### config.mk
export PLATFORM = sky130hd
export DESIGN_NAME = spi_master
export DESIGN_NICKNAME = d
export VERILOG_FILES = /design/src/rtl/spi_master.sv
export SDC_FILE = /design/constraint.sdc
export NUM_CORES = 1
export LEC_CHECK = 0
export ABC_AREA = 1
export BUFFER_PORTS_ARGS = -buffer_cell sky130_fd_sc_hd__buf_2
export CAP_MARGIN = 30
export CORE_ASPECT_RATIO = 0.75
export CORE_MARGIN = 4
export CORE_UTILIZATION = 45
export CTS_CLUSTER_DIAMETER = 100
export CTS_CLUSTER_SIZE = 8
export DETAILED_ROUTE_END_ITERATION = 6
export HOLD_SLACK_MARGIN = 0.06
export PLACE_DENSITY = 0.65
export SYNTH_ARGS = -nofsm -noshare
export SYNTH_HDL_FRONTEND = slang
export SYNTH_SLANG_ARGS = --single-unit
### constraint.sdc
create_clock -name clk -period 1.75 [get_ports clk]
set_clock_uncertainty 0.15 [all_clocks]
set_input_delay 0 -clock clk [delete_from_list [all_inputs] [get_ports clk]]
set_output_delay 0 -clock clk [all_outputs]
set_load 0.01 [all_outputs]
### src/rtl/spi_master.sv
// Mode-0 SPI master: one WIDTH-bit full-duplex transfer per accepted start, sclk half-period CLK_DIV clk.
// Define SPI_MASTER_LSB_FIRST_EN for LSB-first shifting in both directions; MSB-first otherwise.
module spi_master #(
    parameter int WIDTH   = 8,
    parameter int CLK_DIV = 4
) (
    input  logic             clk,
    input  logic             reset,
    input  logic             start,
    input  logic [WIDTH-1:0] txData,
    output logic             busy,
    output logic             done,
    output logic [WIDTH-1:0] rxData,
    output logic             sclk,
    output logic             cs,
    output logic             mosi,
    input  logic             miso
);
    localparam int DIV_W = $clog2(CLK_DIV);
    localparam int BIT_W = $clog2(WIDTH);

    typedef enum logic [2:0] {
        S_IDLE, S_LEAD, S_HIGH, S_LOW, S_TRAIL, S_DONE
    } state_e;

    state_e           state_q, state_d;
    logic [DIV_W-1:0] div_q, div_d;
    logic [BIT_W-1:0] bit_q, bit_d;
    logic [WIDTH-1:0] tx_q, tx_d;
    logic [WIDTH-1:0] rx_q, rx_d;
    logic [WIDTH-1:0] rx_data_q, rx_data_d;
    logic             sclk_q, sclk_d;
    logic             cs_q, cs_d;
    logic             busy_q, busy_d;
    logic             done_q, done_d;

    logic             phase_end;
    logic [WIDTH-1:0] tx_shift;
    logic [WIDTH-1:0] rx_insert;

    // mosi is taken straight from the shift register end, so clearing tx_q forces the line low.
`ifdef SPI_MASTER_LSB_FIRST_EN
    assign mosi      = tx_q[0];
    assign tx_shift  = {1'b0, tx_q[WIDTH-1:1]};
    assign rx_insert = {miso, rx_q[WIDTH-1:1]};
`else
    assign mosi      = tx_q[WIDTH-1];
    assign tx_shift  = {tx_q[WIDTH-2:0], 1'b0};
    assign rx_insert = {rx_q[WIDTH-2:0], miso};
`endif

    assign phase_end = (div_q == DIV_W'(CLK_DIV - 1));

    always_comb begin
        // NOTE: every signal written here gets a default first, so no path can infer a latch.
        state_d   = state_q;
        div_d     = div_q;
        bit_d     = bit_q;
        tx_d      = tx_q;
        rx_d      = rx_q;
        rx_data_d = rx_data_q;
        sclk_d    = sclk_q;
        cs_d      = cs_q;
        busy_d    = busy_q;
        done_d    = 1'b0;

        if (state_q != S_IDLE && state_q != S_DONE) begin
            div_d = phase_end ? '0 : div_q + 1'b1;
        end

        case (state_q)
            S_IDLE: begin
                if (start) begin
                    tx_d    = txData;
                    rx_d    = '0;
                    bit_d   = '0;
                    div_d   = '0;
                    cs_d    = 1'b0;
                    busy_d  = 1'b1;
                    state_d = S_LEAD;
                end
            end
            S_LEAD, S_LOW: begin
                if (phase_end) begin
                    sclk_d  = 1'b1;
                    rx_d    = rx_insert;
                    state_d = S_HIGH;
                end
            end
            S_HIGH: begin
                if (phase_end) begin
                    sclk_d = 1'b0;
                    if (bit_q == BIT_W'(WIDTH - 1)) begin
                        state_d = S_TRAIL;
                    end else begin
                        bit_d   = bit_q + 1'b1;
                        tx_d    = tx_shift;
                        state_d = S_LOW;
                    end
                end
            end
            S_TRAIL: begin
                if (phase_end) begin
                    cs_d      = 1'b1;
                    tx_d      = '0;
                    rx_data_d = rx_q;
                    done_d    = 1'b1;
                    busy_d    = 1'b0;
                    state_d   = S_DONE;
                end
            end
            S_DONE:  state_d = S_IDLE;
            default: state_d = S_IDLE;
        endcase
    end

    // NOTE: sequential state uses non-blocking assignments so every register sees pre-edge values.
    always_ff @(posedge clk or posedge reset) begin
        if (reset) begin
            state_q   <= S_IDLE;
            div_q     <= '0;
            bit_q     <= '0;
            tx_q      <= '0;
            rx_q      <= '0;
            rx_data_q <= '0;
            sclk_q    <= 1'b0;
            cs_q      <= 1'b1;
            busy_q    <= 1'b0;
            done_q    <= 1'b0;
        end else begin
            state_q   <= state_d;
            div_q     <= div_d;
            bit_q     <= bit_d;
            tx_q      <= tx_d;
            rx_q      <= rx_d;
            rx_data_q <= rx_data_d;
            sclk_q    <= sclk_d;
            cs_q      <= cs_d;
            busy_q    <= busy_d;
            done_q    <= done_d;
        end
    end

    assign busy   = busy_q;
    assign done   = done_q;
    assign rxData = rx_data_q;
    assign sclk   = sclk_q;
    assign cs     = cs_q;

endmodule
==> results of run 1 <==
-- layer usage --
metal	vias up	track usage [%]
li1	748	-
met1	661	21.62
met2	27	23.62
met3	4	4.386
met4	0	5.882
met5	-	0
-- cell usage after synthesis --
cell type,count
sky130_fd_sc_hd__nand2_4,1
sky130_fd_sc_hd__inv_1,18
sky130_fd_sc_hd__buf_2,2
sky130_fd_sc_hd__nand3_2,1
sky130_fd_sc_hd__o21ai_0,19
sky130_fd_sc_hd__buf_4,1
sky130_fd_sc_hd__dfstp_2,1
sky130_fd_sc_hd__dfrtp_1,35
sky130_fd_sc_hd__nand3_1,15
sky130_fd_sc_hd__o21ai_1,1
sky130_fd_sc_hd__nand2_1,82
sky130_fd_sc_hd__inv_2,5
sky130_fd_sc_hd__nor2_4,2
sky130_fd_sc_hd__nor2_2,4
sky130_fd_sc_hd__nand2_2,5
sky130_fd_sc_hd__nand4_1,3
sky130_fd_sc_hd__nand3_4,1
sky130_fd_sc_hd__ha_1,3
sky130_fd_sc_hd__nor2_1,11
-- area by class of cell --
class                      instances  area (um2)
multi-input combinational        148       703.2
clock inverter                     1       30.03
clock buffer                       7       96.34
inverter                          23       86.33
timing repair buffer              41       275.3
sequential                        36       902.1
tap                               52       65.06
fill                             349        1503
-- registers in the layout (all words and copies together) (netlist names), 2 cells and up --
register / count
rxData: 8
bit_q: 3
rx_q: 8
state_q: 3
tx_q: 8
div_q: 2
-- metrics by stage --
step | instances | util (%) | area (um2) | TNS, ns
global placement | 288 | 52.15 | 1909 | 0
CTS | 307 | 58.61 | 2146 | 0
global route | 308 | 58.95 | 2158 | -0.02334
detailed placement | 288 | 52.15 | 1909 | 0
finish | 308 | 58.95 | 2158 | 0
floorplan | 210 | - | 1704 | 0
-- power groups by stage --
| stage | combinational, mW | clock, mW | sequential, mW |
|---|---|---|---|
| finish | 1.15 | 0.791 | 1.19 |
| global route | 1.33 | 0.843 | 1.21 |
| CTS | 1.15 | 0.811 | 1.19 |
| detailed placement | 1.14 | 0 | 1.19 |
| global placement | 1.12 | 0 | 1.20 |
| floorplan | 0.835 | 0 | 1.19 |
-- repair_timing --
action,4_1_cts,5_1_grt
hold endpoints to repair,52,0
hold buffers,11,0
setup endpoints to repair,0,11
resized for setup,0,2
buffers inserted,0,1
-- worst min-delay path by stage --
stage	start	to	slack [ns]
after CTS	reset	rxData[7]	0.21
after global placement	reset	done	-0.02
after global routing	reset	tx_q[5]	0.27
after floorplan	miso	rx_q[0]	-0.03
after detailed placement	reset	rxData[7]	-0.02
final	reset	done	0.21
-- worst register-to-register path: cells and delay by family (launching register included) --
family	cells	cell delay [ns]
flip-flops	1	0.39
adder cells (fa/ha/maj)	2	0.41
AND/OR/NAND/NOR	7	0.63
-- kinds of logic (layout without fill, tap and decap cells) --
group | Yosys count | in the layout | synth area share, %
buf+inv | 26 | 72 | 6.094
fa+ha+maj | 3 | 3 | 2.203
flops | 36 | 36 | 52.94
simple gates | 125 | 125 | 32.89
compound gates | 20 | 20 | 5.873
==> impl_summary.md, run 1 <==
Floorplan
The number of I/O pins is 25. The die outline area is 0.004846 mm2. The initial cell density of the core is 46.55%. The floorplan core area is 0.003661 mm2.

The die extent in x is 79.06 um. The chip height is 61.30 um. The floorplan has 19 rows.

Routing
The met1 wire length is 1799 um. The number of routed nets with antenna violations is 0. The sum of met3 wire segment lengths after detailed routing is 127 um.

The mean routed wirelength per cell is 11.02 um. In the routed design, unresolved DRC markers number 0. The violation count after the first detailed-route iteration is 113. In the routed layout, each cell is associated on average with a via count of 4.675.

The highest metal layer used by the detailed router is met4. The total detailed-routing wirelength is 3395 um. Summed over all nets, wire length on met2 after detailed routing comes to 1431 um. The total via count after detailed routing is 1440. The first detailed-routing pass took 4 iterations.

Setup path
The worst setup path is captured at a register. In this design, the stage delay of the slowest critical-path cell is 0.39 ns. In this run the critical register-to-register path is captured at tx_q[1]. The cell count of the worst reg-to-reg path is 9. Together, buffers and inverters on the worst path number 0. The start of the worst register-to-register path is bit_q[0]. The library cell appearing most often on the critical path is sky130_fd_sc_hd__nand2_1.

The standard cell with the maximum stage delay on the critical path is sky130_fd_sc_hd__dfrtp_1. The startpoint class of the critical path is a register. The critical path crosses 9 cells after its start point. For the worst setup path, the data required time is 1.82 ns. The termination of the worst setup path is tx_q[1]. The setup slack on the worst flop-to-flop path is 0.12 ns.

The critical path in this run is classified as register to register. Of all nets on the critical path, the largest fanout is 8. The signal on the critical path passes through ha_1 > ha_1 > nor2_2 > nand2_1 > nand2_1 > nand2_2 > nor2_4 > nand2_1 > nand2_1.

In this design, the largest share of critical-path delay is due to simple AND/OR/NAND/NOR gates. Data arrives at the worst endpoint at 1.70 ns. The beginning of the critical path is bit_q[0].

Timing
Setup violations remaining at the end of the flow were counted as 0. The maximum achievable frequency is 613.3 MHz. The max-slew violation total from the final report was 0. The share of the clock period used by the worst path is 93.17%. The least setup slack across all paths after layout is 0.1196 ns.

The number of endpoints with negative hold slack in the final report is 0. The smallest clock period supported by the final layout is computed as 1.630 ns. The relative slew slack is 70.47%. The worst hold margin is 0.2081 ns.

The transition time at the pin with the least slew margin is 0.4429 ns.

Layout
Leaving out fill and tap cells, the most frequent cell in the layout is sky130_fd_sc_hd__nand2_1. The layout cell share with drive strength beyond 1 is 23.44%. The post-synthesis to final-layout area growth is 26.65%. The number of antenna diodes is 0. The library cells used most frequently in the layout, excluding fill and tap cells, are 81 x sky130_fd_sc_hd__nand2_1, 35 x sky130_fd_sc_hd__dfrtp_1, 24 x sky130_fd_sc_hd__buf_2, 19 x sky130_fd_sc_hd__o21ai_0, 18 x sky130_fd_sc_hd__inv_1.

The net count of the finished layout is 270.

GRT
Summed over all layers, the global routing overflow is 0. Entering global routing, the biggest net connects 37 pins. The number of antenna violations at the first check in global routing is 0. The first global-routing pass estimated 5789 um of wire. The via count of the first global-routing pass is 1298. The global-route usage over all layers is 15.59%.

Clock network
TritonCTS built the clock tree. The clock latency of the later-clocked register in the worst-skew pair is 0.29 ns. Counting along the longest clock path gives a buffer depth of 2. In this run the number of H-tree levels came out at 2. The CTS buffer count is 5. The master cell of the clock root buffer is sky130_fd_sc_hd__clkbuf_8. The number of clock sinks is 36. The clock slew seen by the registers of the worst setup and hold paths is 0.07 ns.

Pwr
The static power due to leakage is 1.159 nW. The switching component of the power is 1.174 mW. The combinational share of power is 36.8%.

The clock network burns 25.3% of the power. Power spread over the standard cell area amounts to 1448 mW/mm2. The maximum VDD drop is 866.9 uV.

The switching portion of total power is 37.58%. Per report_power, the sequential group accounts for 37.9% of the total. Internal power comes to 1.951 mW.

The total power draw is 3.125 mW.

Synth
The cell area after synthesis is 0.001704 mm2. The distinct cell type count of the synthesized netlist is 19. Ranked by total cell area, the synthesized netlist is headed by sky130_fd_sc_hd__dfrtp_1 51%, sky130_fd_sc_hd__nand2_1 18%, sky130_fd_sc_hd__o21ai_0 5.6%, sky130_fd_sc_hd__nand3_1 4.4%, sky130_fd_sc_hd__inv_1 4.0%. The net count after synthesis is 225. The top cell type by total area after synthesis is sky130_fd_sc_hd__dfrtp_1. During synthesis, Yosys emitted a total of 0 warnings.

After synthesis, the mean cell area works out to 8.115 um2. The cell count after synthesis came out at 210. The share of the yosys chip area belonging to registers is 52.94%. The synthesized design contains 36 register bits.

The proportion of netlist area held by the largest area contributor is 51.40%.

Job
The count of max-cap constraint violations is 0.

Place
After legalization and detailed placement, the total HPWL measured 2355 um. Routability-driven placement finished with a final weighted congestion of 0.9027. OpenSTA, run right after detailed placement, puts the worst setup slack at 0.07948 ns. In this run the tool buffered the top-level ports with 24 buffer cells.

Status
The flow ran to the end, and the final reports show no timing, DRC or antenna violations.

Min path
The min-delay analysis places its worst path in the category input port to async pin.
Power figures use the tool's default switching activity.
==> inputs of run 2 (changes only) <==
==> constraint.sdc (replaced) <==
create_clock -name clk -period 1.75 [get_ports clk]
set_clock_uncertainty 0.15 [all_clocks]
set_input_delay 0.175 -clock clk [delete_from_list [all_inputs] [get_ports clk]]
set_output_delay 0.175 -clock clk [all_outputs]
set_load 0.01 [all_outputs]
==> run 2 against run 1 <==
Effect of this change: final cell count shrank 2.3%; fmax decreased by 0.60%; highest routed layer unchanged; largest power group unchanged; worst setup slack worse by 0.0098 ns; first-iteration DRC count is 2.7% lower; non-clock buffer count down 7; critical path depth is the same.
==> impl_summary.md, run 2 (synthesis gave the netlist of run 1 again) <==
Layout
The repair_antennas step left the layout with diodes totalling 0. The post-synthesis to final-layout area growth is 22.54%. In the layout the commonest cells are 81 x sky130_fd_sc_hd__nand2_1, 35 x sky130_fd_sc_hd__dfrtp_1, 24 x sky130_fd_sc_hd__buf_2, 19 x sky130_fd_sc_hd__o21ai_0, 18 x sky130_fd_sc_hd__inv_1. Leaving out fill and tap cells, the most frequent cell in the layout is sky130_fd_sc_hd__nand2_1. For this run, the post-layout net count is 263. Once layout is done, the placed cells without fillers occupy 0.002088 mm2. The post-route netlist has 24.10% of its cells at a drive strength greater than 1.

Floorplan
The floorplan core area is 0.003661 mm2. The initial utilization of the core area, before any placement, comes to 46.55%. The number of cell rows is 19.

Measured along the y axis, the die boundary spans 61.30 um. The die outline area is 0.004846 mm2. The die extent in x is 79.06 um.

Pin placement for this block handled 25 I/O pins.

Routing
After detailed routing, the number of remaining DRC violations is 0. The detailed router used layers up to and including met4. The final layout contains routed wiring with a total length of 3322 um.

The total via count after detailed routing is 1403. The number of routed nets with antenna violations is 0. After detailed routing, the number of vias per cell comes to 4.661. In this run, the number of DRC markers left after iteration 0 of detailed routing was 110. The sum of met3 wire segment lengths after detailed routing is 119 um. Summed over all nets, wire length on met2 after detailed routing comes to 1364 um. The met1 wire length is 1800 um. The first TritonRoute pass finished after 4 iterations. Dividing the detail-routed wire length by the instance count gives 11.04 um.

Setup path
On the critical path the largest part of the delay comes from simple AND/OR/NAND/NOR gates. The critical path endpoint category is a register. Along the worst path, the maximum fanout reaches 8. The start of the worst register-to-register path is bit_q[0]. The startpoint class of the critical path is a register. Data on the critical path arrives at its endpoint at 1.71 ns.

The slowest stage of the critical path belongs to the cell sky130_fd_sc_hd__dfrtp_1. The buffers plus inverters on the worst setup path is 0. The cell count of the worst reg-to-reg path is 9.

Traced cell by cell, the critical path runs through ha_1 > ha_1 > nor2_2 > nand2_1 > nand2_1 > nand2_2 > nor2_4 > nand2_1 > nand2_1. The startpoint-to-endpoint class of the critical path is register to register. The endpoint of the lowest-slack register-to-register path is tx_q[1]. The library cell appearing most often on the critical path is sky130_fd_sc_hd__nand2_1. On the worst path, the slowest cell contributes a delay of 0.40 ns. The worst register-to-register path has a setup slack of 0.11 ns. The data required time at the worst endpoint is 1.82 ns.

GRT
The global-route wire length before repair is 5575 um. Summed over all layers, the global routing overflow is 0. Global routing used 15.04% of the available tracks across all layers. The via count of the first global-routing pass came to 1261.

The number of antenna violations at the first check in global routing is 0. Entering global routing, the biggest net connects 37 pins.

Timing
Across all setup checks in the final design, the least slack found is 0.1098 ns. At the pin with the least slew margin, the transition time is 0.4487 ns. The smallest clock period supported by the final layout is computed as 1.640 ns. Setup violations remaining at the end of the flow were counted as 0. Static timing analysis puts the maximum clock frequency at 609.7 MHz. The number of endpoints with negative hold slack in the final report is 0. In the finished design, the share of the clock period the worst path needs comes to 93.73%.

The relative slew slack is 70.09%. The max-slew violation total from the final report came to 0. Summed over all failing endpoints, the final setup total negative slack is 0 ns.

Clock network
The tree built by TritonCTS fans out to 36 sinks. The master cell of the clock root buffer is sky130_fd_sc_hd__clkbuf_8. The maximum buffer depth of the clock tree is 2.

The clock tree from TritonCTS is built. The clock latency of the later-clocked register in the worst-skew pair is 0.28 ns. The clock slew seen by the registers of the worst setup and hold paths is 0.07 ns.

The number of clock buffers added by TritonCTS is 5. The count of H-tree levels built during CTS is 2.

Min path
The startpoint of the most critical hold path is txData[2]. The worst hold-check path type is input port to register. The number of cells on the worst hold path is 5. The worst-case hold path end point is tx_q[2].

Status
The flow ran to the end, and the final reports show no timing, DRC or antenna violations.

Place
Buffers placed on the I/O ports in this run total 24. The detailed-placement wirelength estimate is 2355 um. Timing analysis after detailed placement gives a worst setup slack of 0.07948 ns. The placer congestion estimate is 0.9027. The placed cell area is 0.001909 mm2.

Job
Max-cap violations in this run came to 0.

Pwr
For this design the ratio of total power to cell area is 1491 mW/mm2. The worst-case IR drop observed on VDD is 823.0 uV. The static power due to leakage is 1.130 nW.
[run 2: cell count changes in the layout (fill, tap and decap cells not counted)]
cell                            previous run  this run
sky130_fd_sc_hd__dlygate4sd3_1            11         4
[run 2: tightest hold or removal path, delay by kind of cell]
family	cells	cell delay, ns
buffers and inverters	1	0.08
AND/OR/NAND/NOR	4	0.22
[run 2: layout make-up]
type	instances	area, um2
clock buffer	7	96.34
clock inverter	1	30.03
fill	361	1573
inverter	23	86.33
multi-input combinational	148	703.2
sequential	36	902.1
tap	52	65.06
timing repair buffer	34	205.2
[run 2: power by group]
| group | switching (mW) | internal [mW] |
|---|---|---|
| combinational | 0.751 | 0.387 |
| clock | 0.287 | 0.503 |
| sequential | 0.135 | 1.05 |
[run 2: repair_timing]
| item | CTS | global route |
|---|---|---|
| hold endpoints to repair | 38 | 0 |
| buffers inserted | 0 | 1 |
| hold buffers | 4 | 0 |
| gates resized for setup | 0 | 2 |
| endpoints found under the setup margin | 0 | 11 |
[run 2: worst max-delay path by stage]
stage	slack, ns	from	depth (start not counted)	to
after floorplan	0.22	bit_q[0]	9	tx_q[0]
after global placement	0.11	bit_q[0]	9	tx_q[1]
after detailed placement	0.08	bit_q[0]	9	tx_q[4]
after CTS	0.06	bit_q[0]	9	tx_q[1]
after global routing	-0.01	bit_q[0]	9	tx_q[2]
final	0.11	bit_q[0]	9	tx_q[1]
[run 2: per-stage QoR]
| stage | util (%) | power, mW | instances | hold WS (ns) |
|---|---|---|---|---|
| 5_1_grt | 57.04 | 3.371 | 301 | 0.1059 |
| 2_1_floorplan | - | 2.023 | 210 | 0.1460 |
| 3_5_place_dp | 52.15 | 2.331 | 288 | 0.1527 |
| 4_1_cts | 56.70 | 3.137 | 300 | 0.06789 |
| 3_3_place_gp | 52.15 | 2.317 | 288 | 0.1522 |
| 6_report | 57.04 | 3.114 | 301 | 0.07539 |
[run 2: layer usage]
metal	global-route usage (%)	up-vias
met4	5.882	0
met5	0	-
li1	-	734
met3	4.386	4
met2	22.42	19
met1	20.97	646
